## config.mk

```make
export PLATFORM = sky130hd
export DESIGN_NAME = mem_bus_arbiter
export DESIGN_NICKNAME = d
export VERILOG_FILES = /design/src/rtl/mem_bus_arbiter.sv
export SDC_FILE = /design/constraint.sdc
export NUM_CORES = 1
export LEC_CHECK = 0
export CAP_MARGIN = 20
export CORE_MARGIN = 2
export CORE_UTILIZATION = 34
export CTS_CLUSTER_DIAMETER = 150
export DETAILED_ROUTE_END_ITERATION = 16
export PLACE_DENSITY = 0.79
export SLEW_MARGIN = 40
export SYNTH_ARGS = -nofsm -noshare
export SYNTH_HDL_FRONTEND = slang
export SYNTH_SLANG_ARGS = --single-unit
```

## constraint.sdc

```tcl
create_clock -name clk -period 2.28 [get_ports clk]
set_input_delay 0.228 -clock clk [delete_from_list [all_inputs] [get_ports clk]]
set_output_delay 0.228 -clock clk [all_outputs]
set_load 0.02 [all_outputs]
```

## src/rtl/mem_bus_arbiter.sv

```systemverilog
// Main-memory bus arbiter for D-cache, I-cache and debug bursts.
// Optional D/I round-robin when MEM_ARB_RR_EN is defined.
module mem_bus_arbiter #(
  parameter int LINE_WORDS = 4,
  parameter int DBG_WORDS  = 1
) (
  input  logic        clk,
  input  logic        rst,
  input  logic        d_req,
  input  logic        i_req,
  input  logic        g_req,
  input  logic        d_we,
  input  logic        g_we,
  input  logic [31:0] d_addr,
  input  logic [31:0] i_addr,
  input  logic [31:0] g_addr,
  input  logic [31:0] d_wdata,
  input  logic [31:0] g_wdata,
  output logic        d_gnt,
  output logic        i_gnt,
  output logic        g_gnt,
  output logic        d_done,
  output logic        i_done,
  output logic        g_done,
  output logic        rvalid,
  output logic [31:0] rdata,
  output logic [3:0]  beat,
  output logic        busy,
  output logic        mem_valid,
  output logic        mem_we,
  output logic [31:0] mem_addr,
  output logic [31:0] mem_wdata,
  input  logic        mem_ready,
  input  logic [31:0] mem_rdata
);

  localparam logic [1:0] IDLE = 2'd0;
  localparam logic [1:0] XFER = 2'd1;
  localparam logic [1:0] DONE = 2'd2;

  localparam logic [31:0] LINE_MASK =
    ~(32'(4 * LINE_WORDS) - 32'd1);
  localparam logic [3:0] LINE_LAST = 4'(LINE_WORDS - 1);
  localparam logic [3:0] DBG_LAST  = 4'(DBG_WORDS - 1);

  // own/pick bit order: [0]=D, [1]=I, [2]=G
  logic [1:0]  state;
  logic [2:0]  own;
  logic [2:0]  pick;
  logic        we_q;
  logic [31:0] base;
  logic [3:0]  beat_q;
  logic [3:0]  last;
  logic        rvalid_q;
  logic [31:0] rdata_q;
  logic        fav_i;
  logic        xfer;
  logic        held;

  assign xfer = (state == XFER);
  assign held = (state == XFER) || (state == DONE);
  assign last = own[2] ? DBG_LAST : LINE_LAST;

`ifdef MEM_ARB_RR_EN
  logic ptr;

  // After a cache burst completes, favour the other cache port
  always_ff @(posedge clk or negedge rst) begin
    if (!rst) begin
      ptr <= 1'b0;
    end else if (state == DONE && (own[0] || own[1])) begin
      ptr <= own[0];
    end
  end

  assign fav_i = ptr;
`else
  assign fav_i = 1'b0;
`endif

  // Request selection: G absolute, then D/I by pointer or fixed
  always_comb begin
    pick = 3'b000;
    unique case (1'b1)
      g_req:
        pick = 3'b100;
      (!g_req && i_req && (!d_req || fav_i)):
        pick = 3'b010;
      (!g_req && d_req && !(i_req && fav_i)):
        pick = 3'b001;
      default:
        pick = 3'b000;
    endcase
  end

  // Burst sequencer: latch the winner, step beats, pulse done
  always_ff @(posedge clk or negedge rst) begin
    if (!rst) begin
      state  <= IDLE;
      own    <= 3'b000;
      we_q   <= 1'b0;
      base   <= 32'd0;
      beat_q <= 4'd0;
    end else begin
      unique case (state)
        IDLE: begin
          if (|pick) begin
            own    <= pick;
            we_q   <= pick[2] ? g_we : (pick[0] & d_we);
            base   <= pick[2] ? {g_addr[31:2], 2'b00}
                    : ((pick[0] ? d_addr : i_addr) & LINE_MASK);
            beat_q <= 4'd0;
            state  <= XFER;
          end
        end
        XFER: begin
          if (mem_ready) begin
            if (beat_q == last) begin
              state <= DONE;
            end else begin
              beat_q <= beat_q + 4'd1;
            end
          end
        end
        DONE: begin
          state  <= IDLE;
          beat_q <= 4'd0;
        end
        default: state <= IDLE;
      endcase
    end
  end

  // Registered read return, one cycle after each accepted read beat
  always_ff @(posedge clk or negedge rst) begin
    if (!rst) begin
      rvalid_q <= 1'b0;
      rdata_q  <= 32'd0;
    end else begin
      rvalid_q <= xfer && mem_ready && !we_q;
      if (xfer && mem_ready && !we_q) begin
        rdata_q <= mem_rdata;
      end
    end
  end

  assign d_gnt  = own[0] & held;
  assign i_gnt  = own[1] & held;
  assign g_gnt  = own[2] & held;
  assign d_done = own[0] & (state == DONE);
  assign i_done = own[1] & (state == DONE);
  assign g_done = own[2] & (state == DONE);

  assign rvalid = rvalid_q;
  assign rdata  = rdata_q;
  assign beat   = beat_q;
  assign busy   = (state != IDLE);

  assign mem_valid = xfer;
  assign mem_we    = xfer & we_q;
  assign mem_addr  = xfer ? (base + {26'd0, beat_q, 2'b00})
                          : 32'd0;
  assign mem_wdata = !xfer  ? 32'd0
                   : own[2] ? g_wdata
                   : own[0] ? d_wdata
                   : 32'd0;

endmodule

```

# --- After elaboration in Yosys (flattened, before gate mapping) ---
# Cells that the tools add are included.
word_totals:
  ff_bits: 75
  latch_bits: 0
  ramBits: 0
  romBits: 0
  in_bits: 200
  out_inout_bits: 110
  mem_count: 0
op_classes:
  n_addsub: 2
  n_mul: 0
  div: 0
  magnitude_cmp: 0
  eq_ne: 7
  shifts: 0
  n_mux: 17
  n_bitwise: 8
  reduce_logical: 16
op_table:
  columns: ["op", "n"]
  rows:
  - ["$mux 32", 6]
  - ["$add 32x6->32", 1]
  - ["$mux 4", 3]
  - ["$pmux 4 s3", 1]
  - ["$pmux 3 s3", 1]
  - ["$and 1x1->1", 8]
  - ["$mux 2", 4]
  - ["$ne 2x2->1 const B", 3]
  - ["$logic_and 1x1->1", 5]
  - ["$add 4x1->4 const B", 1]
  - ["$eq 4x2->1", 1]
  - ["$pmux 2 s2", 1]
  - ["$reduce_and 4->1", 1]
  - ["$logic_not 1->1", 3]
  - ["$reduce_and 3->1", 1]
  - ["$reduce_bool 3->1", 1]
  - ["$reduce_or 3->1", 1]
  - ["$eq 2x1->1 const B", 1]
  - ["$eq 2x2->1 const B", 1]
  - ["$logic_not 2->1", 1]
  - ["$ne 2x1->1 const B", 1]
  - ["$reduce_and 2->1", 1]
  - ["$reduce_bool 2->1", 1]
  - ["$logic_or 1x1->1", 1]
  - ["$mux 1", 1]

# --- Logic depth before layout (Yosys ltp) ---
depth:
  word_depth: 7
  mapped_depth: 9

# --- Worst setup path before layout ---
# OpenSTA, ideal clock, no wires.
synth_timing:
  path_kind: "register to output"
  start: "register beat_q[0] (netlist: beat[0])"
  end: "output port mem_addr[20]"
  arrival_time_ps: 2556
  required_ps: 2052
  slack_ps: -504
  path_stages_with_launch: 9
  path_buffers: 1
  cell_sequence: "dfrtp_1 -> ha_1 -> inv_1 -> fa_1 -> nand2b_1 -> a21o_1 -> buf_6 -> or4_1 -> a21oi_1"
synth_between:
  elab_chain_len: 2
synth_rtl:
  columns: ["element", "line", "text"]
  rows:
  - ["start, declared", "52", "logic [3:0] beat_q;"]
  - ["start signal, assigned", "121", "beat_q <= beat_q + 4'd1;"]
  - ["$add 32x6->32", "161", "assign mem_addr = xfer ? (base + {26'd0, beat_q, 2'b00})"]
  - ["$mux 32", "161", null]
  - ["end, declared", "31", "output logic [31:0] mem_addr,"]
# No other way between the ends.

# --- Worst setup path after layout ---
layout_timing:
  start: "register base[2]"
  end: "output port mem_addr[30]"
layout_between:
  elab_chain_len: 2
layout_rtl:
  columns: ["element", "line", "text"]
  rows:
  - ["start, declared", "51", "logic [31:0] base;"]
  - ["start signal, assigned", "110", "base <= pick[2] ? {g_addr[31:2], 2'b00}"]
  - ["$add 32x6->32", "161", null]
  - ["$mux 32", "161", null]
# No other way between the ends.

==> key figures <==
Run status
  • Status: finished with violations
  • Failing checks: setup timing

Logic synthesis
  • Yosys warnings: 0
  • EDFF count, synth: 0
  • Largest family of logic cells by synthesized area: compound AO/OA/AOI/OAI gates
  • Synthesized area: about 4800 um^2
  • Adder-cell share of the synthesized area: 0.02746
  • Post-synthesis xor/xnor area fraction: 0.009067
  • Mean post-synth cell area: 8.671 um^2
  • Synth unique cells: 52
  • Synth Flop Type: dfrtp_1
  • Post-synthesis register bit count: between 70 and 80
  • Async set or reset register ratio after synthesis: 1.000
  • Compound-Gate Fraction of Synth Area: 0.1990
  • Sequential element share of the synthesized area: 0.3782
  • Synth Instances: roughly 560
  • Post-synthesis mux area share: 0.1389
  • Synth Area in Simple Gates: 0.1917

Place
  • Port buffer count: 297
  • GPL Wtd Cong: 0.8023
  • Post-DP HPWL: 13900 um

Global route
  • Gr busiest metal: met2
  • Largest net degree at the start of global routing: 64
  • Met1 usage: 0.3141
  • First-pass GRT wire length: 27590 um
  • Initial antenna violation count: 1
  • Total track usage: 0.2356
  • Met2 GRT Util: 0.3832
  • Global route total overflow: 0
  • Vias in the first global route: 5376
  • GR Layer Usage met3: 0.05766

Drt
  • Vias/cell: 5.055
  • Detail Route Antenna Nets: 0
  • WL/cell: roughly 17 um
  • DRT iter0 DRCs: 297
  • Final wirelength: around 18000 um
  • Vias: 5490
  • DRC: 0
  • Pre-Repair DR Iteration Count: 4

CTS
  • Max Root-Sink Buffers: 2
  • Worst skew pair latency: 330 ps
  • CTS root buffer: clkbuf_16
  • Htree depth: 3
  • CTS tree: yes
  • Total CTS buffers: 9
  • Clk sink count: 73
  • Clk slew on worst S/H paths: 60 ps

Timing
  • Fmax: 372.0 MHz
  • Worst Tran Pin Value: 629.5 ps
  • Worst Skew: approximately 6.3 ps
  • Tcrit/Tclk final: 1.179
  • # setup viols final: 26
  • Minimum clock period: 2688 ps
  • Max Slew Vio Count: 0
  • RSZ-0062 raised after global routing: yes
  • Setup TNS: -6881 ps
  • Final Hold Viols: 0
  • Relative max-transition margin: 0.5804
  • Final WS setup: -408.3 ps

Pwr
  • Clk pwr share: 0.141
  • Leakage power total: between 3 and 4 nW
  • Pwr per Cell Area: about 1100 nW/um^2
  • Sw Share: 0.4262
  • P_sw: 4.234 mW
  • Comb pwr share: 0.633
  • Sequential Power Share: 0.226
  • Cell internal pwr: 5.701 mW
  • VDD IR max: 0.7030 mV

Floorplanning
  • Die W: ~120 um
  • IO Count: a little over 300
  • Num rows: 43
  • Die height: 123.2 um
  • Total die area: 15170 um^2
  • Core ar.: approximately 14000 um^2
  • Initial Utilization: 0.3479

Finish
  • Most frequent cells in the layout: clkdlybuf4s50_1, buf_4, nor2_1
  • Commonest non-fill, non-tap cell in the layout: clkdlybuf4s50_1
  • Nets: between 1000 and 1500
  • Area grow syn2layout: 88.39%
  • Layout cell share with drive strength beyond 1: 0.2475
  • Core Util, Final: 0.6555

Worst setup path
  • Worst EP required: 2050 ps
  • WS Path Type: flip-flop to primary output
  • Worst-path maximum fanout: 5
  • WP data arrival: 2460 ps
  • Worst setup EP type: primary output
  • Startpoint class of the critical path: flip-flop

Worst hold path
  • Worst hold path type: input port to async pin

Flow run
  • Max Cap Viol: 0
==> registers in the layout (all words and copies together) (netlist names) <==
| register | flops |
|---|---|
| rdata | 32 |
| base | 30 |
| beat | 4 |
| own | 3 |
| state | 2 |
| rvalid | 1 |
| we_q | 1 |
==> worst paths after layout <==
path | slack (ps) | endpoint | from | depth (start not counted)
max in group asynchronous | 1250 | state[1]$_DFFE_PN0P_ | rst | 3
min | 440 | rdata[18]$_DFFE_PN0P_ | rst | 2
max | -410 | mem_addr[30] | base[2]$_DFFE_PN0P_ | 8
min in group clk | 470 | base[2]$_DFFE_PN0P_ | g_addr[2] | 3
min reg2reg | 500 | base[31]$_DFFE_PN0P_ | base[31]$_DFFE_PN0P_ | 2
max reg2reg | 430 | beat[2]$_DFFE_PN0P_ | state[1]$_DFFE_PN0P_ | 6
==> kinds of logic (layout without fill, tap and decap cells) <==
| logic type | count (synthesis) | in the layout |
|---|---|---|
| compound gates | 155 | 157 |
| simple gates | 190 | 190 |
| mux | 63 | 63 |
| other cells | 1 | 3 |
| xor+xnor | 5 | 5 |
| buf+inv | 60 | 405 |
| flops | 73 | 73 |
| fa+ha+maj | 10 | 10 |
==> worst max-delay path: stages (launching register included) <==
cell,delay (ps)
dfrtp_1,390
ha_4,150
inv_2,30
fa_2,330
nand2b_4,180
a21o_4,240
or4_4,530
a21oi_4,140
buf_6,130
==> per-layer routing <==
layer / part of all wire / vias to the layer above
met2: 0.49 / 174
met1: 0.42 / 2602
met4: 0.015 / 0
met3: 0.067 / 21
li1: - / 2693
met5: 0 / -
==> timing repair <==
action,CTS,global route
setup buffers,4,5
hold endpoints to repair,40,0
gates cloned,2,0
hold buffers,1,0
resized for setup,203,22
endpoints found under the setup margin,62,28
pin swaps,18,13
==> power by group through the flow <==
| stage | sequential [mW] | clock [mW] | combinational (mW) |
|---|---|---|---|
| floorplan | 2.73 | 0 | 2.81 |
| global placement | 2.22 | 0 | 6.21 |
| detailed placement | 2.26 | 0 | 6.28 |
| CTS | 2.24 | 1.45 | 6.22 |
| global route | 2.33 | 1.49 | 6.77 |
| finish | 2.24 | 1.40 | 6.29 |
==> Yosys cell counts, types with 2 or more instances <==
cell type	n	area, um^2
buf_1	4	15.01
nor2_1	77	289.0
nand3_1	12	60.06
nand2_1	48	180.2
a21oi_1	53	265.3
dfrtp_1	73	1827
buf_2	7	35.03
mux2_2	32	360.4
and4_4	2	22.52
o2bb2ai_1	3	26.28
a211oi_1	3	22.52
and3_1	2	12.51
or4_1	16	120.1
a22oi_1	33	247.7
a21o_1	3	22.52
nand4_1	4	25.02
and2_1	8	50.05
o21ai_0	34	170.2
xor2_1	2	17.52
clkbuf_1	27	101.4
ha_1	9	112.6
o31ai_1	16	120.1
nor2b_1	2	12.51
nand2b_1	4	25.02
and4_1	2	17.52
buf_6	2	22.52
mux2i_1	31	310.3
buf_4	3	22.52
nor3_1	2	10.01
or3_1	5	31.28
inv_1	15	56.30
xnor2_1	3	26.28
==> final cells by class <==
cell class	count	area, um^2
clock inverter	6	67.56
sequential	73	1829
fill	1166	4782
inverter	16	60.06
timing repair buffer	373	3557
clock buffer	10	229.0
multi-input combinational	427	3128
tap	180	225.2
antenna	1	2.502
==> metrics by stage <==
| stage | setup WS (ps) | std cells | hold WS, ps | cell area, um^2 | power [mW] |
|---|---|---|---|---|---|
| floorplan | -124.9 | 558 | -67.59 | 5034 | 5.538 |
| global placement | -654.9 | 1058 | 250.7 | 8594 | 8.432 |
| detailed placement | -668.7 | 1058 | 250.4 | 8594 | 8.542 |
| CTS | -418.0 | 1081 | 436.2 | 8992 | 9.909 |
| global route | -477.9 | 1086 | 495.6 | 9099 | 10.59 |
| finish | -408.3 | 1086 | 438.0 | 9099 | 9.934 |
Power figures use the tool's default switching activity.
